===== src/rtl/uart_rx_if.sv =====
// Parallel-side bundle of the UART receiver: serial line in, recovered word and strobes out.
// The receiver binds the master modport; the consumer of the recovered words binds slave.
interface uart_rx_if #(
  parameter int DATA_BITS = 8
);
  logic                 serial_in;
  logic [DATA_BITS-1:0] received_data;
  logic                 data_valid;
  logic                 framing_error;
  logic                 parity_error;
  logic                 busy;

  modport master (
    input  serial_in,
    output received_data, data_valid, framing_error, parity_error, busy
  );

  modport slave (
    output serial_in,
    input  received_data, data_valid, framing_error, parity_error, busy
  );
endinterface


===== src/rtl/uart_rx.sv =====
// Oversampling UART receiver (start, LSB-first data, optional parity, stop).
// Optional parity checking is enabled by defining UART_RX_PARITY_EN.
module uart_rx #(
  parameter int CLK_FREQUENCY = 100_000_000,
  parameter int BAUD_RATE     = 115_200,
  parameter int DATA_BITS     = 8,
  parameter int OVERSAMPLE    = 16,
  parameter int PARITY_ODD    = 0
) (
  input  logic      clk,
  input  logic      reset_n,
  uart_rx_if.master rx
);

  localparam int TICK_DIV = CLK_FREQUENCY / (BAUD_RATE * OVERSAMPLE);
  localparam int TICK_W   = (TICK_DIV > 1) ? $clog2(TICK_DIV) : 1;
  localparam int SAMP_W   = $clog2(OVERSAMPLE);
  localparam int BIT_W    = $clog2(DATA_BITS);

  localparam logic [2:0] S_IDLE   = 3'd0;
  localparam logic [2:0] S_START  = 3'd1;
  localparam logic [2:0] S_DATA   = 3'd2;
  localparam logic [2:0] S_STOP   = 3'd4;
`ifdef UART_RX_PARITY_EN
  localparam logic [2:0] S_PARITY = 3'd3;
`endif

  if (TICK_DIV < 1) begin : g_bad_tick_div
    $error("uart_rx: CLK_FREQUENCY/(BAUD_RATE*OVERSAMPLE) must be >= 1");
  end
  if (OVERSAMPLE < 8 || (OVERSAMPLE % 2) != 0) begin : g_bad_oversample
    $error("uart_rx: OVERSAMPLE must be even and >= 8");
  end
  if (DATA_BITS < 5 || DATA_BITS > 9) begin : g_bad_data_bits
    $error("uart_rx: DATA_BITS must be 5..9");
  end
  if (PARITY_ODD != 0 && PARITY_ODD != 1) begin : g_bad_parity_odd
    $error("uart_rx: PARITY_ODD must be 0 or 1");
  end

  logic [2:0]           state_q, state_d;
  logic                 sync1_q, sync1_d, sync2_q, sync2_d, prev_q, prev_d;
  logic [TICK_W-1:0]    tick_cnt_q, tick_cnt_d;
  logic [SAMP_W-1:0]    sample_cnt_q, sample_cnt_d;
  logic [BIT_W-1:0]     bit_cnt_q, bit_cnt_d;
  logic [DATA_BITS-1:0] shift_q, shift_d;
  logic [DATA_BITS-1:0] rx_data_q, rx_data_d;
  logic                 data_valid_q, data_valid_d;
  logic                 framing_error_q, framing_error_d;
  logic                 parity_error_q, parity_error_d;
  logic                 par_bad_q, par_bad_d;
  logic                 tick, samp_last, samp_half, line, fall;

  assign line      = sync2_q;
  assign fall      = prev_q & ~sync2_q;
  assign tick      = (tick_cnt_q == TICK_W'(TICK_DIV - 1));
  assign samp_last = (sample_cnt_q == SAMP_W'(OVERSAMPLE - 1));
  assign samp_half = (sample_cnt_q == SAMP_W'(OVERSAMPLE / 2 - 1));

  always_comb begin
    sync1_d         = rx.serial_in;
    sync2_d         = sync1_q;
    prev_d          = sync2_q;
    state_d         = state_q;
    tick_cnt_d      = tick ? '0 : tick_cnt_q + 1'b1;
    sample_cnt_d    = sample_cnt_q;
    bit_cnt_d       = bit_cnt_q;
    shift_d         = shift_q;
    rx_data_d       = rx_data_q;
    par_bad_d       = par_bad_q;
    data_valid_d    = 1'b0;
    framing_error_d = 1'b0;
    parity_error_d  = 1'b0;

    if (tick) sample_cnt_d = samp_last ? '0 : sample_cnt_q + 1'b1;

    case (state_q)
      S_IDLE: begin
        // Phase the tick generator to the detected edge so sampling lands mid-bit.
        if (fall) begin
          state_d      = S_START;
          tick_cnt_d   = '0;
          sample_cnt_d = '0;
          bit_cnt_d    = '0;
          par_bad_d    = 1'b0;
        end
      end
      S_START: begin
        if (tick && samp_half) begin
          sample_cnt_d = '0;
          state_d      = line ? S_IDLE : S_DATA;
        end
      end
      S_DATA: begin
        if (tick && samp_last) begin
          shift_d      = {line, shift_q[DATA_BITS-1:1]};
          sample_cnt_d = '0;
          if (bit_cnt_q == BIT_W'(DATA_BITS - 1)) begin
            bit_cnt_d = '0;
`ifdef UART_RX_PARITY_EN
            state_d   = S_PARITY;
`else
            state_d   = S_STOP;
`endif
          end else begin
            bit_cnt_d = bit_cnt_q + 1'b1;
          end
        end
      end
`ifdef UART_RX_PARITY_EN
      S_PARITY: begin
        if (tick && samp_last) begin
          par_bad_d    = line ^ (^shift_q) ^ 1'(PARITY_ODD);
          sample_cnt_d = '0;
          state_d      = S_STOP;
        end
      end
`endif
      S_STOP: begin
        // Leave at mid stop bit so a zero-gap next start edge is still caught.
        if (tick && samp_last) begin
          sample_cnt_d    = '0;
          state_d         = S_IDLE;
          rx_data_d       = shift_q;
          data_valid_d    = line & ~par_bad_q;
          framing_error_d = ~line;
          parity_error_d  = par_bad_q;
        end
      end
      default: state_d = S_IDLE;
    endcase
  end

  always_ff @(posedge clk) begin
    if (!reset_n) begin
      state_q         <= S_IDLE;
      sync1_q         <= 1'b1;
      sync2_q         <= 1'b1;
      prev_q          <= 1'b1;
      tick_cnt_q      <= '0;
      sample_cnt_q    <= '0;
      bit_cnt_q       <= '0;
      rx_data_q       <= '0;
      par_bad_q       <= 1'b0;
      data_valid_q    <= 1'b0;
      framing_error_q <= 1'b0;
      parity_error_q  <= 1'b0;
    end else begin
      state_q         <= state_d;
      sync1_q         <= sync1_d;
      sync2_q         <= sync2_d;
      prev_q          <= prev_d;
      tick_cnt_q      <= tick_cnt_d;
      sample_cnt_q    <= sample_cnt_d;
      bit_cnt_q       <= bit_cnt_d;
      rx_data_q       <= rx_data_d;
      par_bad_q       <= par_bad_d;
      data_valid_q    <= data_valid_d;
      framing_error_q <= framing_error_d;
      parity_error_q  <= parity_error_d;
    end
  end

  always_ff @(posedge clk) begin
    shift_q <= shift_d;
  end

  assign rx.received_data = rx_data_q;
  assign rx.data_valid    = data_valid_q;
  assign rx.framing_error = framing_error_q;
`ifdef UART_RX_PARITY_EN
  assign rx.parity_error  = parity_error_q;
`else
  assign rx.parity_error  = 1'b0;
`endif
  assign rx.busy          = (state_q != S_IDLE);

endmodule


===== src/flat_wrapper.sv =====
// flat-port wrapper written by rule: the top's interface ports become plain ports
module uart_rx_flat 
#(
  parameter int CLK_FREQUENCY = 100_000_000,
  parameter int BAUD_RATE     = 115_200,
  parameter int DATA_BITS     = 8,
  parameter int OVERSAMPLE    = 16,
  parameter int PARITY_ODD    = 0
)
  (clk, reset_n, rx_serial_in, rx_received_data, rx_data_valid, rx_framing_error, rx_parity_error, rx_busy);
  uart_rx_if #(.DATA_BITS(DATA_BITS)) rx_i ();
  input  logic clk;
  input  logic reset_n;
  input wire logic [$bits(rx_i.serial_in)-1:0] rx_serial_in;
  output wire logic [$bits(rx_i.received_data)-1:0] rx_received_data;
  output wire logic [$bits(rx_i.data_valid)-1:0] rx_data_valid;
  output wire logic [$bits(rx_i.framing_error)-1:0] rx_framing_error;
  output wire logic [$bits(rx_i.parity_error)-1:0] rx_parity_error;
  output wire logic [$bits(rx_i.busy)-1:0] rx_busy;
  assign rx_i.serial_in = rx_serial_in;
  assign rx_received_data = rx_i.received_data;
  assign rx_data_valid = rx_i.data_valid;
  assign rx_framing_error = rx_i.framing_error;
  assign rx_parity_error = rx_i.parity_error;
  assign rx_busy = rx_i.busy;
  uart_rx #(.CLK_FREQUENCY(CLK_FREQUENCY), .BAUD_RATE(BAUD_RATE), .DATA_BITS(DATA_BITS), .OVERSAMPLE(OVERSAMPLE), .PARITY_ODD(PARITY_ODD)) u_core (.clk(clk), .reset_n(reset_n), .rx(rx_i));
endmodule

===== config.mk =====
export PLATFORM = sky130hd
export DESIGN_NAME = uart_rx_flat
export DESIGN_NICKNAME = d
export VERILOG_FILES = /design/src/rtl/uart_rx_if.sv /design/src/rtl/uart_rx.sv /design/src/flat_wrapper.sv
export SDC_FILE = /design/constraint.sdc
export NUM_CORES = 1
export LEC_CHECK = 0
export ABC_AREA = 1
export BUFFER_PORTS_ARGS = -buffer_cell sky130_fd_sc_hd__buf_2
export CORE_ASPECT_RATIO = 0.5
export CORE_UTILIZATION = 40
export DETAILED_ROUTE_END_ITERATION = 8
export PLACE_DENSITY = 0.63
export SYNTH_ARGS = -nofsm -noshare
export SYNTH_HDL_FRONTEND = slang
export SYNTH_SLANG_ARGS = --single-unit

===== constraint.sdc =====
create_clock -name clk -period 3.8 [get_ports clk]
set_clock_uncertainty 0.1 [all_clocks]
set_input_delay 0.38 -clock clk [delete_from_list [all_inputs] [get_ports clk]]
set_output_delay 0.38 -clock clk [all_outputs]
set_load 0.02 [all_outputs]

Word level (Yosys, flattened, before mapping)
Index checks and enable logic that the tools add are counted.
{"block": "totals", "regBits": 37, "out_inout_bits": 12, "wordCells": 59}
{"block": "op_classes", "add_sub_neg": 3, "n_eq_ne": 12, "n_mux": 20, "bitwise": 2, "reduce_logical": 11}
{"cell": "3-bit two-way mux", "n": 8}
{"cell": "4-bit two-way mux", "n": 5}
{"cell": "6-bit two-way mux", "n": 3}
{"cell": "3-bit case mux with 4 select lines", "n": 1}
{"cell": "4-bit case mux with 3 select lines", "n": 1}
{"cell": "2-bit by 1-bit inequality test with 1-bit output, second input constant", "n": 5}
{"cell": "6-bit by 1-bit adder with 6-bit output, second input constant", "n": 1}
{"cell": "3-bit equality test, second input constant", "n": 2}
{"cell": "6-bit equality test, second input constant", "n": 1}
{"cell": "3-bit case mux with 2 select lines", "n": 1}
{"cell": "3-bit AND reduction", "n": 2}
{"cell": "5-bit AND reduction", "n": 1}
{"cell": "4-bit by 1-bit adder with 4-bit output, second input constant", "n": 1}
{"cell": "4-bit by 3-bit equality test with 1-bit output, second input constant", "n": 1}
{"cell": "4-bit equality test, second input constant", "n": 1}
{"cell": "2-bit AND reduction", "n": 2}
{"cell": "3-bit by 1-bit adder with 3-bit output, second input constant", "n": 1}
{"cell": "3-bit by 1-bit equality test with 1-bit output, second input constant", "n": 1}
{"cell": "3-bit by 2-bit equality test with 1-bit output, second input constant", "n": 1}
{"cell": "3-bit zero test", "n": 1}
{"cell": "3-bit nonzero test", "n": 1}
{"cell": "1-bit logical AND", "n": 2}
{"cell": "2-bit two-way mux", "n": 1}
{"cell": "2-bit nonzero test", "n": 1}
{"cell": "other kinds (3)", "n": 3}

Logic depth before layout (Yosys ltp)
Gate-level depths: netlist of run 1.
{"block": "logic_depth", "depth_word": 5, "ltp_mapped": 11, "ltp_nobuf": 11}

Least setup slack after synthesis of run 1
OpenSTA, ideal clock, no wires.
{"block": "synth_path", "path_kind": "register -> register", "start": "register u_core.tick_cnt_q[0]", "end": "register u_core.shift_q[0], enable pin", "setup_ps": 324, "arrival_time_ps": 1106, "path_slack_ps": 2270, "stages_incl_launch_ff": 6, "synth_period_minus_slack_ps": 1530, "path_cell_list": "dfxtp_1 > ha_1 > nand3_1 > nor2_4 > nand4_1 > inv_1"}
{"block": "synth_via", "elab_chain_len": 3}
{"element": "start, declared", "line": "uart_rx.sv:43", "text": "logic [TICK_W-1:0] tick_cnt_q, tick_cnt_d;"}
{"element": "start signal, assigned", "line": "uart_rx.sv:153", "text": "tick_cnt_q <= tick_cnt_d;"}
{"element": "6-bit equality test", "line": "uart_rx.sv:56", "text": "assign tick = (tick_cnt_q == TICK_W'(TICK_DIV - 1));"}
{"element": "1-bit logical AND", "line": "uart_rx.sv:95", "text": "if (tick && samp_last) begin"}
{"element": "2-bit AND reduction (no line)"}
{"element": "end signal, assigned", "line": "uart_rx.sv:165", "text": "shift_q <= shift_d;"}
{"element": "end, declared", "line": "uart_rx.sv:46", "text": "logic [DATA_BITS-1:0] shift_q, shift_d;"}
Every way passes these cells.
A chain may end at the register's enable or synchronous reset.

Worst setup path after layout of run 1
{"block": "layout_path", "start": "register u_core.sample_cnt_q[0]", "end": "register u_core.bit_cnt_q[1]"}
{"block": "layout_via", "elab_chain_len": 4}
{"element": "start, declared", "line": "uart_rx.sv:44", "text": "logic [SAMP_W-1:0] sample_cnt_q, sample_cnt_d;"}
{"element": "start signal, assigned", "line": "uart_rx.sv:154", "text": "sample_cnt_q <= sample_cnt_d;"}
{"element": "4-bit equality test", "line": "uart_rx.sv:57", "text": "assign samp_last = (sample_cnt_q == SAMP_W'(OVERSAMPLE - 1));"}
{"element": "1-bit logical AND", "line": "uart_rx.sv:95"}
{"element": "2-bit by 1-bit inequality test with 1-bit output (no line)"}
{"element": "3-bit AND reduction (no line)"}
{"element": "end signal, assigned", "line": "uart_rx.sv:155", "text": "bit_cnt_q <= bit_cnt_d;"}
{"element": "end, declared", "line": "uart_rx.sv:45", "text": "logic [BIT_W-1:0] bit_cnt_q, bit_cnt_d;"}
Every way passes these cells.

==> out/metrics.cfg, run 1 <==
[detailed_routing]
antenna_left = 0
drc = 0
drt_wl_total_microns = 2738
first_iter_violations = 63
wl_per_cell_microns = 11.00
via_count = 1164
via_per_inst = 4.675
drt_pass1_iterations = 4

[power_and_ir_drop]
p_leak_nw = 0.7588
powerDensity_nw_per_um2 = 471.2
power_mw = 0.8284
peakVddDrop_v = 0.0002166

[synth]
async_reset_ff_share_pct = 0
netlist_area_sq_um = 1555
syn-mean-instance-area_sq_um = 8.640
synthCells = 180
ys_ff_latch = 37
synth_ff_type = dfxtp_1
ys_warn_count = 0
synth_edf_count = 8
synth.net_count = 188
ys_seq_area_share_pct = 52.78
yosysUniqueCellTypes = 27

[timing]
hold_viol = 0
setup_tns_ns = 0
finalSetupViolCount = 0
period_minus_slack_ns = 1.794
worst_pin_slew_ns = 0.5352
rsz0062_at_grt = false
relSlewSlack_pct = 64.28
fmax_mhz = 557.5
period_share_pct = 47.21
slew_violations = 0

[final_layout]
layout-drive-gt1-share_pct = 17.68
syn_to_final_growth_pct = 13.03
antenna_cells = 0
nets = 205
mostFrequentLayoutCell = nand2_1
layout_common_cells = 33 x nand2_1, 29 x dfxtp_1, 26 x nor2_1, 14 x inv_1
post-route-cell-area_sq_um = 1758

[die]
core-area_sq_um = 3566
rows = 15
start_util_pct = 43.61
dieArea_sq_um = 4156
io_pins = 15
fp.dieH_microns = 46.09
fp.dieW_microns = 90.18

[clocking]
clock_path_buffers = 2
clock_latency_ns = 0.29
clk_pin_slew_ns = 0.07
cts_resized = 0
cts_sinks = 37
cts_hold_buf = 0
h-tree-depth = 2
cts_made_buffers = 5
cts_tree = done
post_cts_buffers = 0
clock-root-buffer = clkbuf_8

[critical_path]
worstSetupEndpointType = register
start_kind = register
worstPathMaxFanout = 12
worstSetupPathType = reg -> reg
crit_arrival_ns = 1.86
cp.required_ns = 3.86

[placed_design]
place_congestion = 0.8238
port-buffer-count = 13
placed_area_sq_um = 1662
dp_hpwl_microns = 1985

[global_route]
grt_remaining_overflow = 0
grt_use_total_pct = 15.36
grt_max_degree = 18
grt_first_pass_wirelength_microns = 4761
grt_pass1_vias = 1079
antenna_found_initial = 0

[run_status]
status = completed

[worst_hold_path]
hp-class = in -> reg

[flow_run]
cap_violations = 0

==> synthesized netlist by cell type (all sizes together), types with 2 or more instances <==
cell	count	area [sq um]
inv	15	56.30
o21ai	5	25.02
nand2	39	161.4
xnor2	2	17.52
nor2	30	132.6
xor2	3	26.28
ha	5	62.56
a21oi	10	50.05
nand4	6	37.54
nand3	13	65.06
nand3b	3	22.52
nor3	2	10.01
or2	3	18.77
buf	2	18.77
dfxtp	29	580.6
edfxtp	8	240.2
==> worst paths after layout <==
path / from / to / slack, ns / depth (start not counted)
worst max-delay path: u_core.sample_cnt_q[0]$_SDFF_PN0_ / u_core.bit_cnt_q[1]$_SDFFE_PN0P_ / 2.01 / 10
worst min-delay path: rx_serial_in / u_core.sync1_q$_SDFF_PN1_ / 0.17 / 2
worst max register to register: u_core.sample_cnt_q[0]$_SDFF_PN0_ / u_core.bit_cnt_q[1]$_SDFFE_PN0P_ / 2.01 / 10
worst min register to register: u_core.sync1_q$_SDFF_PN1_ / u_core.line$_SDFF_PN1_ / 0.33 / 1
==> per-layer routing <==
metal  share of wire (%)  routed length [microns]  vias up  global-route usage (%)
met5                   0                        0        -                       0
met4                 1.4                       38        0                   7.742
met3                 4.2                      114        4                   5.446
met2                  43                     1177       16                   23.97
met1                  51                     1407      526                   19.45
li1                    -                        -      618                       -
==> kinds of logic (layout without fill, tap and decap cells) <==
family | Yosys count | in the layout | share of synthesized area, %
and+or+nand+nor | 97 | 97 | 29.28
buffers and inverters | 18 | 36 | 5.068
AOI/OAI and AO/OA | 17 | 17 | 5.793
DFF | 37 | 37 | 52.78
other | 1 | 1 | 0.2411
adders and majority gates | 5 | 5 | 4.023
xor gates and xnor gates | 5 | 5 | 2.816
==> per-stage QoR <==
step,hold slack [ns],instances,util (%),setup slack [ns]
6_report,0.1713,249,49.30,2.006
3_5_place_dp,0.3005,241,46.60,2.001
5_1_grt,0.1606,249,49.30,1.824
4_1_cts,0.1665,249,49.30,1.994
3_3_place_gp,0.3013,241,46.60,2.041
2_1_floorplan,0.2925,180,-,2.270
==> worst max-delay path: stages (launching register included) <==
cell,delay [ns]
dfxtp_1,0.37
ha_1,0.18
nand2_1,0.08
inv_1,0.12
nand2_1,0.10
nor2_4,0.28
nand2_1,0.12
nand2_2,0.12
nand2_1,0.07
o21ai_1,0.08
nor2_1,0.05
==> state kept, by name (all words and copies together), names as in the netlist, 3 cells and up <==
name and flops:
u_core.sample_cnt_q 4, u_core.shift_q 8, u_core.state_q 3, u_core.tick_cnt_q 6, u_core.bit_cnt_q 3, u_core.rx.received_data 8
==> power by group <==
group / switching (mW) / leakage (nW) / internal (mW) / total [mW]
clock network: 0.138 / 0.0512 / 0.147 / 0.285
logic: 0.0767 / 0.401 / 0.0414 / 0.118
registers: 0.0132 / 0.307 / 0.412 / 0.425
==> layout make-up <==
type / instances / area [sq um]
flip-flops and latches: 37 / 820.8
clock buffers: 6 / 82.58
repair buffers: 13 / 65.06
fillers: 362 / 1808
well taps: 51 / 63.81
inverters: 15 / 56.30
multi-input cells: 125 / 655.6
clock inverters: 2 / 13.76
Power figures use the tool's default switching activity.
==> inputs of run 2 (changes only) <==
PLACE_DENSITY = 0.65   (was 0.63)
clock period = 1.6 ns   (was 3.8 ns; I/O delays follow)
==> out/metrics.cfg, run 2 (synthesized netlist as in run 1, its figures left out) <==
[critical_path]
worstSetupEndpointType = register
cp_common_cell = nand2_1
path_delay_family = simple AND/OR/NAND/NOR gates
crit_arrival_ns = 1.57
worst-path-buf-inv = 1
worstPathMaxFanout = 6
cp_cell_sequence = ha_2 > nand2_2 > inv_2 > nand2_1 > nor2_4 > nand2_1 > nand2_2 > nand2_1 > o21ai_1 > nor2_1
worstSetupPathType = reg -> reg
cp.required_ns = 1.65
start_kind = register
crit_slowest_cell = dfxtp_2
cp_slowest_stage_delay_ns = 0.35

[power_and_ir_drop]
switching_share_pct = 27.82
internal_power_mw = 1.416
seq_power_share_pct = 51.5
p_switching_mw = 0.5455
powerDensity_nw_per_um2 = 1026
power_frac_clock_pct = 31.7
peakVddDrop_v = 0.0003624
pwr-share-comb_pct = 16.8
p_leak_nw = 0.8255

[die]
fp.dieW_microns = 90.18
dieArea_sq_um = 4156
io_pins = 15
start_util_pct = 43.61
core-area_sq_um = 3566
fp.dieH_microns = 46.09
rows = 15

[final_layout]
seqCellArea_sq_um = 829.5
post-route-cell-area_sq_um = 1911
nets = 220
antenna_cells = 0
layout_common_cells = 31 x nand2_1, 26 x nor2_1, 22 x dfxtp_1, 14 x buf_4, 13 x buf_2
layout-drive-gt1-share_pct = 30.99
syn_to_final_growth_pct = 22.85
num-fill-cells = 327
multi_input_area_sq_um = 698.2
mostFrequentLayoutCell = nand2_1

[timing]
period_minus_slack_ns = 1.514
worst_pin_slew_ns = 0.5698
fmax_mhz = 660.7
slew_violations = 0
setup_tns_ns = 0
holdWs_ns = 0.04527
relSlewSlack_pct = 61.97
finalSetupViolCount = 0
hold_viol = 0
period_share_pct = 94.60

[placed_design]
dp_hpwl_microns = 2096
place_congestion = 0.7803
port-buffer-count = 13
placed_area_sq_um = 1729

[global_route]
grt_use_total_pct = 16.02
grt_first_pass_wirelength_microns = 4892
antenna_found_initial = 0
grt_pass1_vias = 1063
grt_max_degree = 18
grt_remaining_overflow = 0

[detailed_routing]
wl_per_cell_microns = 11.48
antenna_left = 0
drt_pass1_iterations = 4
drc = 0
via_per_inst = 4.701
first_iter_violations = 60
drt_wl_total_microns = 3030
via_count = 1241

[clocking]
cts_tree = done
cts_made_buffers = 5
cts_sinks = 37
clk_pin_slew_ns = 0.08
h-tree-depth = 2
clock_latency_ns = 0.29
clock-root-buffer = clkbuf_8
clock_path_buffers = 2

[flow_run]
cap_violations = 0

[worst_hold_path]
hp-class = in -> reg

[run_status]
status = completed

==> run 2: worst reg2reg max path, cell delays in order (launching register included) <==
cell     delay [ns]
dfxtp_2        0.35
ha_2           0.20
nand2_2        0.08
inv_2          0.07
nand2_1        0.08
nor2_4         0.13
nand2_1        0.08
nand2_2        0.11
nand2_1        0.07
o21ai_1        0.07
nor2_1         0.05
==> run 2: per-stage QoR <==
step	power, mW	instances	utilization, %	worst slack [ns]
final	1.961	264	53.58	0.08640
after floorplan	1.247	180	-	0.07029
after CTS	1.931	259	51.16	0.01729
after global placement	1.313	250	48.49	0.07647
after detailed placement	1.318	250	48.49	-0.02533
after global routing	2.066	264	53.58	-0.01895
==> run 2: final cells by class <==
cell class	instances	share of cell area, %
well taps	51	3.340
clock inverters	2	0.5239
flip-flops and latches	37	43.42
multi-input cells	125	36.54
inverters	15	2.947
clock buffers	6	3.798
repair buffers	28	9.430
==> run 2: path summary, 6_finish.rpt <==
check	cells after the start	start	endpoint	slack, ns
worst min-delay path	2	reset_n	u_core.prev_q$_SDFF_PN1_	0.05
worst min register to register	1	u_core.sync1_q$_SDFF_PN1_	u_core.line$_SDFF_PN1_	0.32
worst max-delay path	10	u_core.sample_cnt_q[1]$_SDFF_PN0_	u_core.bit_cnt_q[2]$_SDFFE_PN0P_	0.09
worst max register to register	10	u_core.sample_cnt_q[1]$_SDFF_PN0_	u_core.bit_cnt_q[2]$_SDFFE_PN0P_	0.09
==> run 2: routing by layer <==
metal	GRT usage, %	part of all wire, %	up-vias
li1	-	-	650
met1	20.51	51	569
met2	24.58	44	18
met3	5.941	4.1	4
met4	7.742	1.3	0
met5	0	0	-
==> run 2: power by group through the flow <==
stage               combinational, mW  sequential (mW)  clock (mW)
floorplan                       0.225             1.02           0
global placement                0.287             1.03           0
detailed placement              0.290             1.03           0
CTS                             0.292             1.01       0.632
global route                    0.375             1.01       0.676
finish                          0.330             1.01       0.622
==> run 2: what timing repair did <==
item                                    in CTS  in global routing
gates cloned                                 0                  0
buffers inserted                             0                  5
pin swaps                                    0                  9
resized for setup                            2                 19
endpoints found under the setup margin      10                 26
hold buffers                                 1                  0
hold endpoints to repair                     1                  0
